==> src/rtl/seven_segment_mux.sv <==
// seven_segment_mux
// Time-multiplexed seven-segment driver for DIGITS hex/BCD digits.
// Each digit owns a slot of SCAN_DIV cycles; the first BLANK_CYCLES of a
// slot are dead time (everything off) to suppress ghosting. Loaded values
// are committed to the display register only at the frame boundary, so a
// frame never mixes old and new digits.
//
// Optional feature macro: SEVSEG_HEX_EN
//   defined   -> codes 10..15 decode to A b C d E F
//   undefined -> codes 10..15 show all segments off (digit_en still scans)
//
// Ports:
//   clk        clock
//   reset      synchronous, active-high reset
//   load       single-cycle strobe, captures digits_in
//   digits_in  digit k at [4k+3:4k], digit 0 least significant
//   lz_blank   leading-zero blanking enable, sampled live
//   segments   bit0=a .. bit6=g, polarity per ACTIVE_LOW
//   digit_en   one-hot digit select while active, polarity per ACTIVE_LOW
//   load_ack   one-cycle pulse when a loaded value is committed
//
// Slot phases:
//   phase  | meaning
//   blank  | p <  BLANK_CYCLES : all digit_en inactive, segments off
//   active | p >= BLANK_CYCLES : digit idx driven unless leading-zero blanked
module seven_segment_mux #(
    parameter int DIGITS       = 4,
    parameter int SCAN_DIV     = 1000,
    parameter int BLANK_CYCLES = 2,
    parameter int ACTIVE_LOW   = 1
) (
    input  logic                  clk,
    input  logic                  reset,
    input  logic                  load,
    input  logic [4*DIGITS-1:0]   digits_in,
    input  logic                  lz_blank,
    output logic [6:0]            segments,
    output logic [DIGITS-1:0]     digit_en,
    output logic                  load_ack
);

    localparam int CNT_W = (SCAN_DIV > 1) ? $clog2(SCAN_DIV) : 1;
    localparam int IDX_W = $clog2(DIGITS);

    localparam logic [CNT_W-1:0]  CNT_TOP   = CNT_W'(SCAN_DIV - 1);
    localparam logic [CNT_W:0]    BLANK_THR = (CNT_W + 1)'(SCAN_DIV - BLANK_CYCLES);
    localparam logic [IDX_W-1:0]  IDX_LAST  = IDX_W'(DIGITS - 1);
    localparam logic [6:0]        SEG_OFF   = (ACTIVE_LOW != 0) ? 7'h7F : 7'h00;
    localparam logic [DIGITS-1:0] EN_OFF    = (ACTIVE_LOW != 0) ? {DIGITS{1'b1}}
                                                                : {DIGITS{1'b0}};

    // The prescaler is a down-counter: cnt = SCAN_DIV-1-p, so the slot
    // ends at terminal count zero and the blank phase is the top of the range.
    logic [CNT_W-1:0]    cnt;
    logic [IDX_W-1:0]    idx;
    logic [4*DIGITS-1:0] display;
    logic [4*DIGITS-1:0] shadow;
    logic                pending;

    logic                slot_end;
    logic                frame_end;
    logic                in_blank;
    logic [3:0]          cur_nib;
    logic [DIGITS-1:0]   blank_mask;
    logic                nz_above;
    logic                cur_blanked;
    logic [6:0]          seg_raw;
    logic [DIGITS-1:0]   en_raw;

    function automatic logic [6:0] decode(input logic [3:0] nib);
        logic [6:0] pat;
        pat = 7'h00;
        case (nib)
            4'h0: pat = 7'h3F;
            4'h1: pat = 7'h06;
            4'h2: pat = 7'h5B;
            4'h3: pat = 7'h4F;
            4'h4: pat = 7'h66;
            4'h5: pat = 7'h6D;
            4'h6: pat = 7'h7D;
            4'h7: pat = 7'h07;
            4'h8: pat = 7'h7F;
            4'h9: pat = 7'h6F;
`ifdef SEVSEG_HEX_EN
            4'hA: pat = 7'h77;
            4'hB: pat = 7'h7C;
            4'hC: pat = 7'h39;
            4'hD: pat = 7'h5E;
            4'hE: pat = 7'h79;
            4'hF: pat = 7'h71;
`else
            default: pat = 7'h00;
`endif
        endcase
        return pat;
    endfunction

    assign slot_end  = (cnt == '0);
    assign frame_end = slot_end && (idx == IDX_LAST);
    assign in_blank  = ({1'b0, cnt} >= BLANK_THR);

    always_comb begin
        cur_nib     = 4'h0;
        cur_blanked = 1'b0;
        blank_mask  = '0;
        nz_above    = !lz_blank;
        seg_raw     = 7'h00;
        en_raw      = '0;

        // A digit is blanked while every digit from the top down to it is
        // zero; digit 0 is never included so a value of 0 still shows "0".
        for (int k = DIGITS - 1; k >= 1; k--) begin
            nz_above      = nz_above | (display[4*k +: 4] != 4'h0);
            blank_mask[k] = !nz_above;
        end

        for (int k = 0; k < DIGITS; k++) begin
            if (idx == IDX_W'(k)) begin
                cur_nib     = display[4*k +: 4];
                cur_blanked = blank_mask[k];
            end
        end

        if (!in_blank && !cur_blanked) begin
            seg_raw = decode(cur_nib);
            for (int k = 0; k < DIGITS; k++) begin
                if (idx == IDX_W'(k)) begin
                    en_raw[k] = 1'b1;
                end
            end
        end
    end

    always_ff @(posedge clk) begin
        if (reset) begin
            cnt      <= CNT_TOP;
            idx      <= '0;
            display  <= '0;
            shadow   <= '0;
            pending  <= 1'b0;
            load_ack <= 1'b0;
            segments <= SEG_OFF;
            digit_en <= EN_OFF;
        end else begin
            cnt <= slot_end ? CNT_TOP : (cnt - CNT_W'(1));
            if (slot_end) begin
                idx <= (idx == IDX_LAST) ? '0 : (idx + IDX_W'(1));
            end

            if (load) begin
                shadow <= digits_in;
            end

            // A load on the boundary edge itself bypasses the shadow so the
            // freshest value wins.
            load_ack <= 1'b0;
            if (frame_end && (pending || load)) begin
                display  <= load ? digits_in : shadow;
                pending  <= 1'b0;
                load_ack <= 1'b1;
            end else if (load) begin
                pending <= 1'b1;
            end

            segments <= (ACTIVE_LOW != 0) ? ~seg_raw : seg_raw;
            digit_en <= (ACTIVE_LOW != 0) ? ~en_raw  : en_raw;
        end
    end

endmodule

==> config.mk <==
export PLATFORM = sky130hd
export DESIGN_NAME = seven_segment_mux
export DESIGN_NICKNAME = d
export VERILOG_FILES = /design/src/rtl/seven_segment_mux.sv
export SDC_FILE = /design/constraint.sdc
export NUM_CORES = 1
export LEC_CHECK = 0
export BUFFER_PORTS_ARGS = -buffer_cell sky130_fd_sc_hd__buf_2
export CORE_UTILIZATION = 46
export CTS_CLUSTER_SIZE = 30
export DETAILED_ROUTE_END_ITERATION = 8
export PLACE_DENSITY = 0.66
export SYNTH_ARGS = -nofsm -noshare
export SYNTH_HDL_FRONTEND = slang
export SYNTH_SLANG_ARGS = --single-unit
==> constraint.sdc <==
create_clock -name clk -period 2.8 [get_ports clk]
set_input_delay 0.56 -clock clk [delete_from_list [all_inputs] [get_ports clk]]
set_output_delay 0.56 -clock clk [all_outputs]
set_load 0.005 [all_outputs]
==> results of run 1 <==
-- sequential cells by signal, summed over array words and instances, names as in the netlist --
register	cells
cnt	10
digit_en	4
display	16
idx	2
load_ack	1
pending	1
segments	7
shadow	16
-- final cells by class --
class,count,area share
clock inverter,6,0.0297
tap,67,0.0301
clock buffer,10,0.0459
sequential,57,0.410
inverter,13,0.0175
multi-input combinational,169,0.400
timing repair buffer,35,0.0665
-- Yosys cell counts --
| cell type | number | area (um^2) |
|---|---|---|
| or4_1 | 1 | 7.51 |
| nor2_1 | 23 | 86.3 |
| nor4b_4 | 1 | 23.8 |
| inv_1 | 13 | 48.8 |
| or3b_1 | 1 | 8.76 |
| a221oi_1 | 3 | 26.3 |
| o21a_1 | 2 | 15.0 |
| a221o_1 | 2 | 20.0 |
| nor3b_1 | 5 | 37.5 |
| nor4_1 | 3 | 18.8 |
| a21oi_2 | 1 | 8.76 |
| xor2_1 | 2 | 17.5 |
| o221ai_1 | 1 | 8.76 |
| o21ai_0 | 18 | 90.1 |
| nand2_1 | 33 | 124 |
| a21boi_0 | 1 | 7.51 |
| o21ai_1 | 9 | 45.0 |
| a21oi_1 | 4 | 20.0 |
| nand3b_2 | 1 | 11.3 |
| ha_1 | 12 | 150 |
| buf_6 | 1 | 11.3 |
| o31ai_1 | 1 | 7.51 |
| nand3b_1 | 4 | 30.0 |
| a41o_1 | 1 | 10.0 |
| buf_2 | 4 | 20.0 |
| xnor2_1 | 5 | 43.8 |
| nand2b_1 | 2 | 12.5 |
| nand3_1 | 1 | 5.00 |
| nor4_2 | 1 | 12.5 |
| mux2i_1 | 17 | 170 |
| nor4bb_1 | 1 | 10.0 |
| clkbuf_1 | 7 | 26.3 |
| o21bai_1 | 1 | 7.51 |
| and3_1 | 1 | 6.26 |
| dfxtp_1 | 57 | 1140 |
| o211a_1 | 1 | 10.0 |
| a211oi_1 | 4 | 30.0 |
| a31oi_1 | 1 | 6.26 |
| nor3_1 | 5 | 25.0 |
-- power breakdown --
| group | leakage (uW) | internal [uW] | switching (uW) | total [uW] |
|---|---|---|---|---|
| logic | 0.000589 | 38.9 | 46.0 | 84.9 |
| registers | 0.000465 | 838 | 8.76 | 847 |
| clock network | 0.000106 | 496 | 323 | 818 |
| total | 0.00116 | 1370 | 378 | 1750 |
-- layer usage --
metal,global-route usage,part of all wire,vias to the layer above
met5,0,0,-
met3,0.0878,0.063,7
met1,0.223,0.48,786
met2,0.284,0.44,38
met4,0.0769,0.016,0
li1,-,-,930
-- final timing paths --
path	from	to	slack (ns)
max reg2reg	idx[0]	segments[1]	0.29
min	cnt[0]	cnt[0]	0.40
max	idx[0]	segments[1]	0.29
min reg2reg	cnt[0]	cnt[0]	0.40
-- worst register-to-register path, stage by stage (launching register included) --
cell	delay [ns]
dfxtp_1	0.39
ha_1	0.53
a211oi_1	0.09
a221oi_1	0.58
inv_1	0.18
ha_1	0.36
o21a_1	0.19
o21ai_0	0.13
-- cell families (layout without fill, tap and decap cells) --
family / Yosys count / count (layout) / synth area share
simple gates: 83 / 83 / 0.178
flops: 57 / 57 / 0.483
compound gates: 50 / 50 / 0.132
buf+inv: 25 / 64 / 0.0450
mux: 17 / 17 / 0.0721
fa+ha+maj: 12 / 12 / 0.0636
xor+xnor: 7 / 7 / 0.0260
-- through the flow --
step	cell area, um^2	hold slack [ns]	total power (uW)	util	worst slack [ns]
final	2780	0.398	1750	0.578	0.287
after global routing	2780	0.423	1820	0.578	0.0358
after CTS	2780	0.400	1770	0.578	0.305
after detailed placement	2570	0.388	951	0.534	0.348
after global placement	2570	0.384	950	0.534	0.466
after floorplan	2360	0.371	919	-	0.559
-- placed cells by master (no fill, tap or decap), types with 2 or more instances in the layout --
master,count
a211oi_1,4
a21oi_1,4
a221o_1,2
a221oi_1,3
buf_2,31
buf_4,4
bufinv_16,2
clkbuf_8,9
clkinv_2,3
dfxtp_1,57
ha_1,12
inv_1,13
mux2i_1,17
nand2_1,33
nand2b_1,2
nand3b_1,4
nor2_1,23
nor3_1,5
nor3b_1,5
nor4_1,3
o21a_1,2
o21ai_0,18
o21ai_1,9
xnor2_1,5
xor2_1,2
==> results.txt, run 1 <==
Area Growth Syn to Fin - 17.9%
DR WL/cell - 11.8 um
Drt drc - 0
CP Max Fanout - 17
Seq/Total Area, Yosys - 0.483
Rel. slew slack - 0.546
Nets - 317
Gr usage total - 0.186
Largest net degree at the start of global routing - 26
Clock latency at the later pin of the worst-skew pair - 0.35 ns
Clk sinks - 57
Worst path max stage delay - 0.58 ns
RSZ-0062 raised after global routing - no
Peak VDD IR - 0.000358 V
#FFs+latches synth - 57
Max_cap viols - 0
Die height - 73.6 um
Lkg Pwr - 0.00116 uW
Drt via density - 4.93
Setup tns final - 0 ns
Share of layout cells above drive strength 1 - 0.186
Kind of cell adding the most delay to the critical path - compound AO/OA/AOI/OAI gates
Fillers - 483
GRT overflow - 0
Drt first pass iters - 4
Skew final - 0.00890 ns
Worst setup SP type - register
Shortest period the worst path allows - 2.51 ns
Worst slew pin tran - 0.681 ns
H-tree depth - 3
Core area - 4820 um^2
Multi-input gate area - 1110 um^2
Starting DRC count in detailed routing - 58
Starting Density - 0.490
Register-to-Register Path Depth - 7
Avg Inst Size Synth - 9.41 um^2
Fin cells - 357
Critical path, cell by cell - ha_1, a211oi_1, a221oi_1, inv_1, ha_1, o21a_1, o21ai_0
CP Capture Type - register
IO Pins - 32
WS Path Type - register to register
Die area - 5420 um^2
WP data arrival - 2.78 ns
Worst Path Buf+Inv - 1
Final period util - 0.898
Mapped Area - 2360 um^2
Root buffer cell - clkbuf_8
Most frequent CP cell - ha_1
Die Width - 73.6 um
Post-CTS Hold Fix Bufs - 0
Clock buffer depth - 2
GPL Wtd Cong - 0.761
Vias in the first global route - 1677
Placed Instances - 341
Critical Path RT - 3.07 ns
Fmax achieved - 0.398 GHz
# diodes - 0
Routed wire length - 4230 um
Initial antenna violation count - 0
Slowest cell on crit path - a221oi_1
FP Rows - 25
Via Count - 1761
Netlist cell types - 39
First-pass GRT wire length - 7410 um
Net Count, Synth - 283
Fin. Hold Viols - 0
Ys Warns - 0
CTS tree - built
FF+latch area - 1140 um^2
Pins Over Slew Limit - 0
Post-route ant nets - 0
Worst-path clk slew - 0.06 ns
Outcome - finished, final reports clean
Post-CTS Setup Bufs - 0
Hold-critical path depth - 1
Port-buffer cells - 31
Post-cts sizing count - 0
Crit. path cell count - 7
Final Setup Violations - 0
TritonCTS Buffers - 9
Post-DP HPWL - 2910 um
Mapped Cells - 251
Class of the worst hold path - register to register
PD cells - 629 nW/um^2
(Power assumes the default switching activity.)
==> inputs of run 2 (changes only) <==
- CORE_UTILIZATION: 46 -> 55
- CTS_BUF_LIST: not set -> sky130_fd_sc_hd__clkbuf_2
- GPL_ROUTABILITY_DRIVEN: not set -> 0
- PLACE_DENSITY: 0.66 -> 0.77
==> run 2 against run 1 <==
Compared with the run above:
- via count is 2.0% higher
- critical path type unchanged
- wire length is 1.8% lower
- sequential share of layout area is 1.5 points higher
- critical path depth stayed put
- sequential power hardly changed
- largest power group unchanged
- final cell count is 4.5% lower
==> results.txt, run 2 (synthesis results as in run 1) <==
Lkg Pwr - 0.00114 uW (was 0.00116 uW)
Port-buffer cells - 31 (unchanged)
Fin. Hold Viols - 0 (unchanged)
Skew final - 0.0210 ns (was 0.00890 ns)
Worst slew pin tran - 0.681 ns (about the same)
Peak VDD IR - 0.000306 V (was 0.000358 V)
Largest net degree at the start of global routing - 26 (unchanged)
Post-DP HPWL - 2930 um (was 2910 um)
Rel. slew slack - 0.546 (about the same)
Clock latency at the later pin of the worst-skew pair - 0.48 ns (was 0.35 ns)
Post-CTS Setup Bufs - 0 (unchanged)
Starting Density - 0.582 (was 0.490)
Final Setup Violations - 0 (unchanged)
Met3 Track Usage GR - 0.0456 (was 0.0878)
Regs by FF count - display: 16 flops, shadow: 16 flops, cnt: 10 flops (unchanged)
CP Capture Type - register (unchanged)
Class of the worst hold path - primary input to register (was register to register)
Vias in the first global route - 1660 (was 1677)
GRT overflow - 0 (unchanged)
Initial antenna violation count - 0 (unchanged)
Die height - 67.5 um (was 73.6 um)
Outcome - finished, final reports clean (unchanged)
Critical Path RT - 3.18 ns (was 3.07 ns)
Final period util - 0.898 (about the same)
Drt via density - 5.27 (was 4.93)
Post-route ant nets - 0 (unchanged)
Most common cell after layout, fill and taps aside - dfxtp_1 (unchanged)
TritonCTS Buffers - 9 (unchanged)
PD cells - 565 nW/um^2 (was 629 nW/um^2)
Worst setup SP type - register (unchanged)
Share of layout cells above drive strength 1 - 0.186 (about the same)
Max_cap viols - 0 (unchanged)
Setup tns final - 0 ns (unchanged)
Core area - 4060 um^2 (was 4820 um^2)
Post-cts sizing count - 0 (unchanged)
Drt first pass iters - 4 (unchanged)
RSZ-0062 raised after global routing - no (unchanged)
Clk sinks - 57 (unchanged)
FP Rows - 23 (was 25)
Shortest period the worst path allows - 2.51 ns (about the same)
Nets - 318 (was 317)
Root buffer cell - clkbuf_2 (was clkbuf_8)
Highest-count cells in the layout ignoring fill and taps - dfxtp_1, nand2_1, buf_2 (unchanged)
Fin util - 0.662 (was 0.578)
Starting DRC count in detailed routing - 84 (was 58)
Grt met2 use - 0.333 (was 0.284)
Routed wire length - 4150 um (was 4230 um)
Via Count - 1796 (was 1761)
CP Max Fanout - 17 (unchanged)
Grt peak-use layer - met2 (unchanged)
CTS tree - built (unchanged)
Die Width - 67.5 um (was 73.6 um)
Die area - 4560 um^2 (was 5420 um^2)
Fmax achieved - 0.398 GHz (about the same)
Pins Over Slew Limit - 0 (unchanged)
# diodes - 0 (unchanged)
First-pass GRT wire length - 7220 um (was 7410 um)
Drt drc - 0 (unchanged)
Post-CTS Hold Fix Bufs - 0 (unchanged)
H-tree depth - 3 (unchanged)
Met1 Resource Use GR - 0.275 (was 0.223)
IO Pins - 32 (unchanged)
DR WL/cell - 12.2 um (was 11.8 um)
Clock buffer depth - 2 (unchanged)
Area Growth Syn to Fin - 13.8% (was 17.9%)
WS Path Type - register to register (unchanged)
WP data arrival - 2.90 ns (was 2.78 ns)
Worst-path clk slew - 0.14 ns (was 0.06 ns)
Gr usage total - 0.219 (was 0.186)
[run 2: changes by cell type in the layout (fill, tap and decap cells not counted), sizes merged]
| cell | change |
|---|---|
| clkbuf | +2 |
| buf | +1 |
| clkinv | -1 |
| clkinvlp | -1 |
[run 2: per-layer routing]
layer,wire [um],up-vias,part of all wire
met1,2060,817,0.49
met2,1810,36,0.44
met3,182,10,0.044
met5,0,-,0
met4,107,0,0.026
li1,-,933,-
[run 2: path summary, 6_finish.rpt]
check,start,to,slack [ns],depth (start not counted)
max,idx[0],segments[1],0.29,7
min,digits_in[9],shadow[9],0.34,3
max reg2reg,idx[0],segments[1],0.29,7
min reg2reg,cnt[0],cnt[0],0.42,1
[run 2: critical path, stage by stage, from the launching register on]
cell and delay (ns):
dfxtp_1 0.41, ha_1 0.51, a211oi_1 0.09, a221oi_1 0.56, inv_1 0.17, ha_1 0.34
o21a_1 0.18, o21ai_0 0.17
[run 2: area by class of cell]
class                           count  area, um^2
Clock buffer                       12        60.1
Clock inverter                      4        67.6
Fill cell                         345        1370
Inverter                           13        48.8
Multi-Input combinational cell    169        1110
Sequential cell                    57        1140
Tap cell                           50        62.6
Timing Repair Buffer               36         193
[run 2: through the flow]
| step | instances | cell area [um^2] | power [uW] | worst slack, ns | hold WS, ns |
|---|---|---|---|---|---|
| finish | 341 | 2690 | 1520 | 0.285 | 0.336 |
| global route | 341 | 2690 | 1570 | 0.0454 | 0.335 |
| CTS | 341 | 2690 | 1530 | 0.331 | 0.312 |
| detailed placement | 325 | 2560 | 952 | 0.400 | 0.388 |
| global placement | 325 | 2560 | 950 | 0.477 | 0.381 |
| floorplan | 251 | 2360 | 919 | 0.559 | 0.371 |
[run 2: power by group]
group          total (uW)  switching [uW]  internal [uW]
Clock                 584             282            302
Combinational        86.0            46.4           39.6
Sequential            847            8.85            838
==> inputs of run 3 (changes only) <==
- CORE_ASPECT_RATIO: not set -> 1.75
==> run 3 against run 2 <==
Compared with the run above:
- core utilization decreased by 1.1 points
- non-clock buffer count fell by 1
- setup slack gained 0.14 ns
- hold slack improved by 0.0049 ns
- sequential power barely moved
- combinational power up 4.0%
- flip-flop and latch count stayed put
- total power shrank 0.10%
- final cell count down 0.88%
- fmax rose by 6.0%
- critical path depth rose by 1
- critical path type unchanged
- highest routed layer unchanged
==> results.txt, run 3 (synthesis results as in run 1) <==
Area Growth Syn to Fin - 13.4% (was 13.8%)
WP data arrival - 2.69 ns (was 2.90 ns)
Die Width - 51.5 um (was 67.5 um)
Slowest cell on crit path - a221oi_1 (unchanged)
Regs by FF count - display: 16 flops, shadow: 16 flops, cnt: 10 flops (unchanged)
Pre-CTS setup slack - 0.415 ns (was 0.400 ns)
Worst slew pin tran - 0.711 ns (was 0.681 ns)
Power consumption - 1520 uW (about the same)
Largest net degree at the start of global routing - 26 (unchanged)
PD cells - 566 nW/um^2 (was 565 nW/um^2)
FF+latch area - 1140 um^2 (unchanged)
Highest-count cells in the layout ignoring fill and taps - dfxtp_1, nand2_1, buf_2 (unchanged)
Multi-input gate area - 1120 um^2 (was 1110 um^2)
Post-CTS Setup Bufs - 0 (unchanged)
GRT overflow - 0 (unchanged)
Max_cap viols - 0 (unchanged)
Worst-path clk slew - 0.15 ns (was 0.14 ns)
Starting Density - 0.574 (was 0.582)
Initial antenna violation count - 0 (unchanged)
WS Path Type - register to register (unchanged)
Nets - 317 (was 318)
Final Setup Violations - 0 (unchanged)
Setup tns final - 0 ns (unchanged)
Lkg Pwr - 0.00113 uW (was 0.00114 uW)
Clock buffer depth - 2 (unchanged)
H-tree depth - 3 (unchanged)
Vias in the first global route - 1712 (was 1660)
RSZ-0062 raised after global routing - no (unchanged)
IO Pins - 32 (unchanged)
Share of layout cells above drive strength 1 - 0.187 (was 0.186)
Fin util - 0.651 (was 0.662)
Worst Path Buf+Inv - 2 (was 1)
Post-route ant nets - 0 (unchanged)
Root buffer cell - clkbuf_2 (unchanged)
Critical Path RT - 3.12 ns (was 3.18 ns)
Via Count - 1835 (was 1796)
FP Rows - 31 (was 23)
Peak VDD IR - 0.000418 V (was 0.000306 V)
Rel. slew slack - 0.526 (was 0.546)
Kind of cell adding the most delay to the critical path - adder cells (was compound AO/OA/AOI/OAI gates)
Final period util - 0.847 (was 0.898)
# diodes - 0 (unchanged)
Drt first pass iters - 4 (unchanged)
Post-DP HPWL - 3330 um (was 2930 um)
CTS tree - built (unchanged)
Critical path, cell by cell - inv_1, ha_1, nor3b_1, a221oi_1, inv_1, ha_1, a21oi_1, o21ai_0 (was ha_1, a211oi_1, a221oi_1, inv_1, ha_1, o21a_1, o21ai_0)
Die height - 88.7 um (was 67.5 um)
Clock latency at the later pin of the worst-skew pair - 0.47 ns (was 0.48 ns)
Class of the worst hold path - primary input to register (unchanged)
Fillers - 381 (was 345)
Outcome - finished, final reports clean (unchanged)
Pins Over Slew Limit - 0 (unchanged)
Worst path max stage delay - 0.44 ns (was 0.56 ns)
Skew final - 0.0201 ns (was 0.0210 ns)
Shortest period the worst path allows - 2.37 ns (was 2.51 ns)
Hold Worst Slack - 0.341 ns (was 0.336 ns)
DR WL/cell - 13.9 um (was 12.2 um)
Die area - 4570 um^2 (was 4560 um^2)
Starting DRC count in detailed routing - 37 (was 84)
Routed wire length - 4700 um (was 4150 um)
Clk sinks - 57 (unchanged)
PnR worst setup slack - 0.427 ns (was 0.285 ns)
Worst setup SP type - register (unchanged)
Core area - 4110 um^2 (was 4060 um^2)
Port-buffer cells - 31 (unchanged)
TritonCTS Buffers - 9 (unchanged)
Drt drc - 0 (unchanged)
Fmax achieved - 0.421 GHz (was 0.398 GHz)
Most common cell after layout, fill and taps aside - dfxtp_1 (unchanged)
First-pass GRT wire length - 7810 um (was 7220 um)
Fin. Hold Viols - 0 (unchanged)
CP Max Fanout - 10 (was 17)
Gr usage total - 0.238 (was 0.219)
Drt via density - 5.43 (was 5.27)
CP Capture Type - register (unchanged)
==> run 3: cell count changes in the layout (fill, tap and decap cells not counted) <==
| cell | before | now |
|---|---|---|
| ha_1 | 12 | 11 |
| clkinv_2 | 0 | 1 |
| clkbuf_2 | 12 | 11 |
| buf_4 | 5 | 4 |
| clkinv_1 | 2 | 1 |
| ha_2 | 0 | 1 |
==> run 3: report_power, final <==
part	switching [uW]	internal, uW	total, uW
Combinational	49.5	39.9	89.4
Clock	284	295	579
Sequential	9.11	838	847
==> run 3: metrics by stage <==
stage | cells | instance area [um^2]
detailed placement | 323 | 2550
global placement | 323 | 2550
global route | 338 | 2680
CTS | 338 | 2670
floorplan | 251 | 2360
finish | 338 | 2680
==> run 3: layout make-up <==
type	count	area share
clock buffer	11	0.0206
clock inverter	4	0.0257
inverter	13	0.0182
multi-input combinational	169	0.417
sequential	57	0.426
tap	49	0.0229
timing repair buffer	35	0.0692
==> run 3: routing by layer <==
metal	track usage	up-vias	routed length [um]
li1	-	937	-
met3	0.0825	7	197
met5	0	-	0
met2	0.414	38	2570
met1	0.243	853	1840
met4	0.128	0	96
==> run 3: final timing paths <==
kind	slack (ns)	from	endpoint	cells past startpoint
setup / recovery	0.43	idx[0]	segments[3]	8
hold / removal	0.34	digits_in[0]	shadow[0]	3
hold reg to reg	0.42	cnt[0]	cnt[0]	1
setup reg to reg	0.43	idx[0]	segments[3]	8
==> run 3: tightest hold or removal path, stage by stage <==
cell     delay (ns)
buf_2          0.07
mux2i_1        0.07
nor2_1         0.08
==> run 3: repair_timing <==
action / in CTS / in global routing
resized for setup: 0 / 1
endpoints found under the setup margin: 0 / 1
hold buffers: 0 / 0
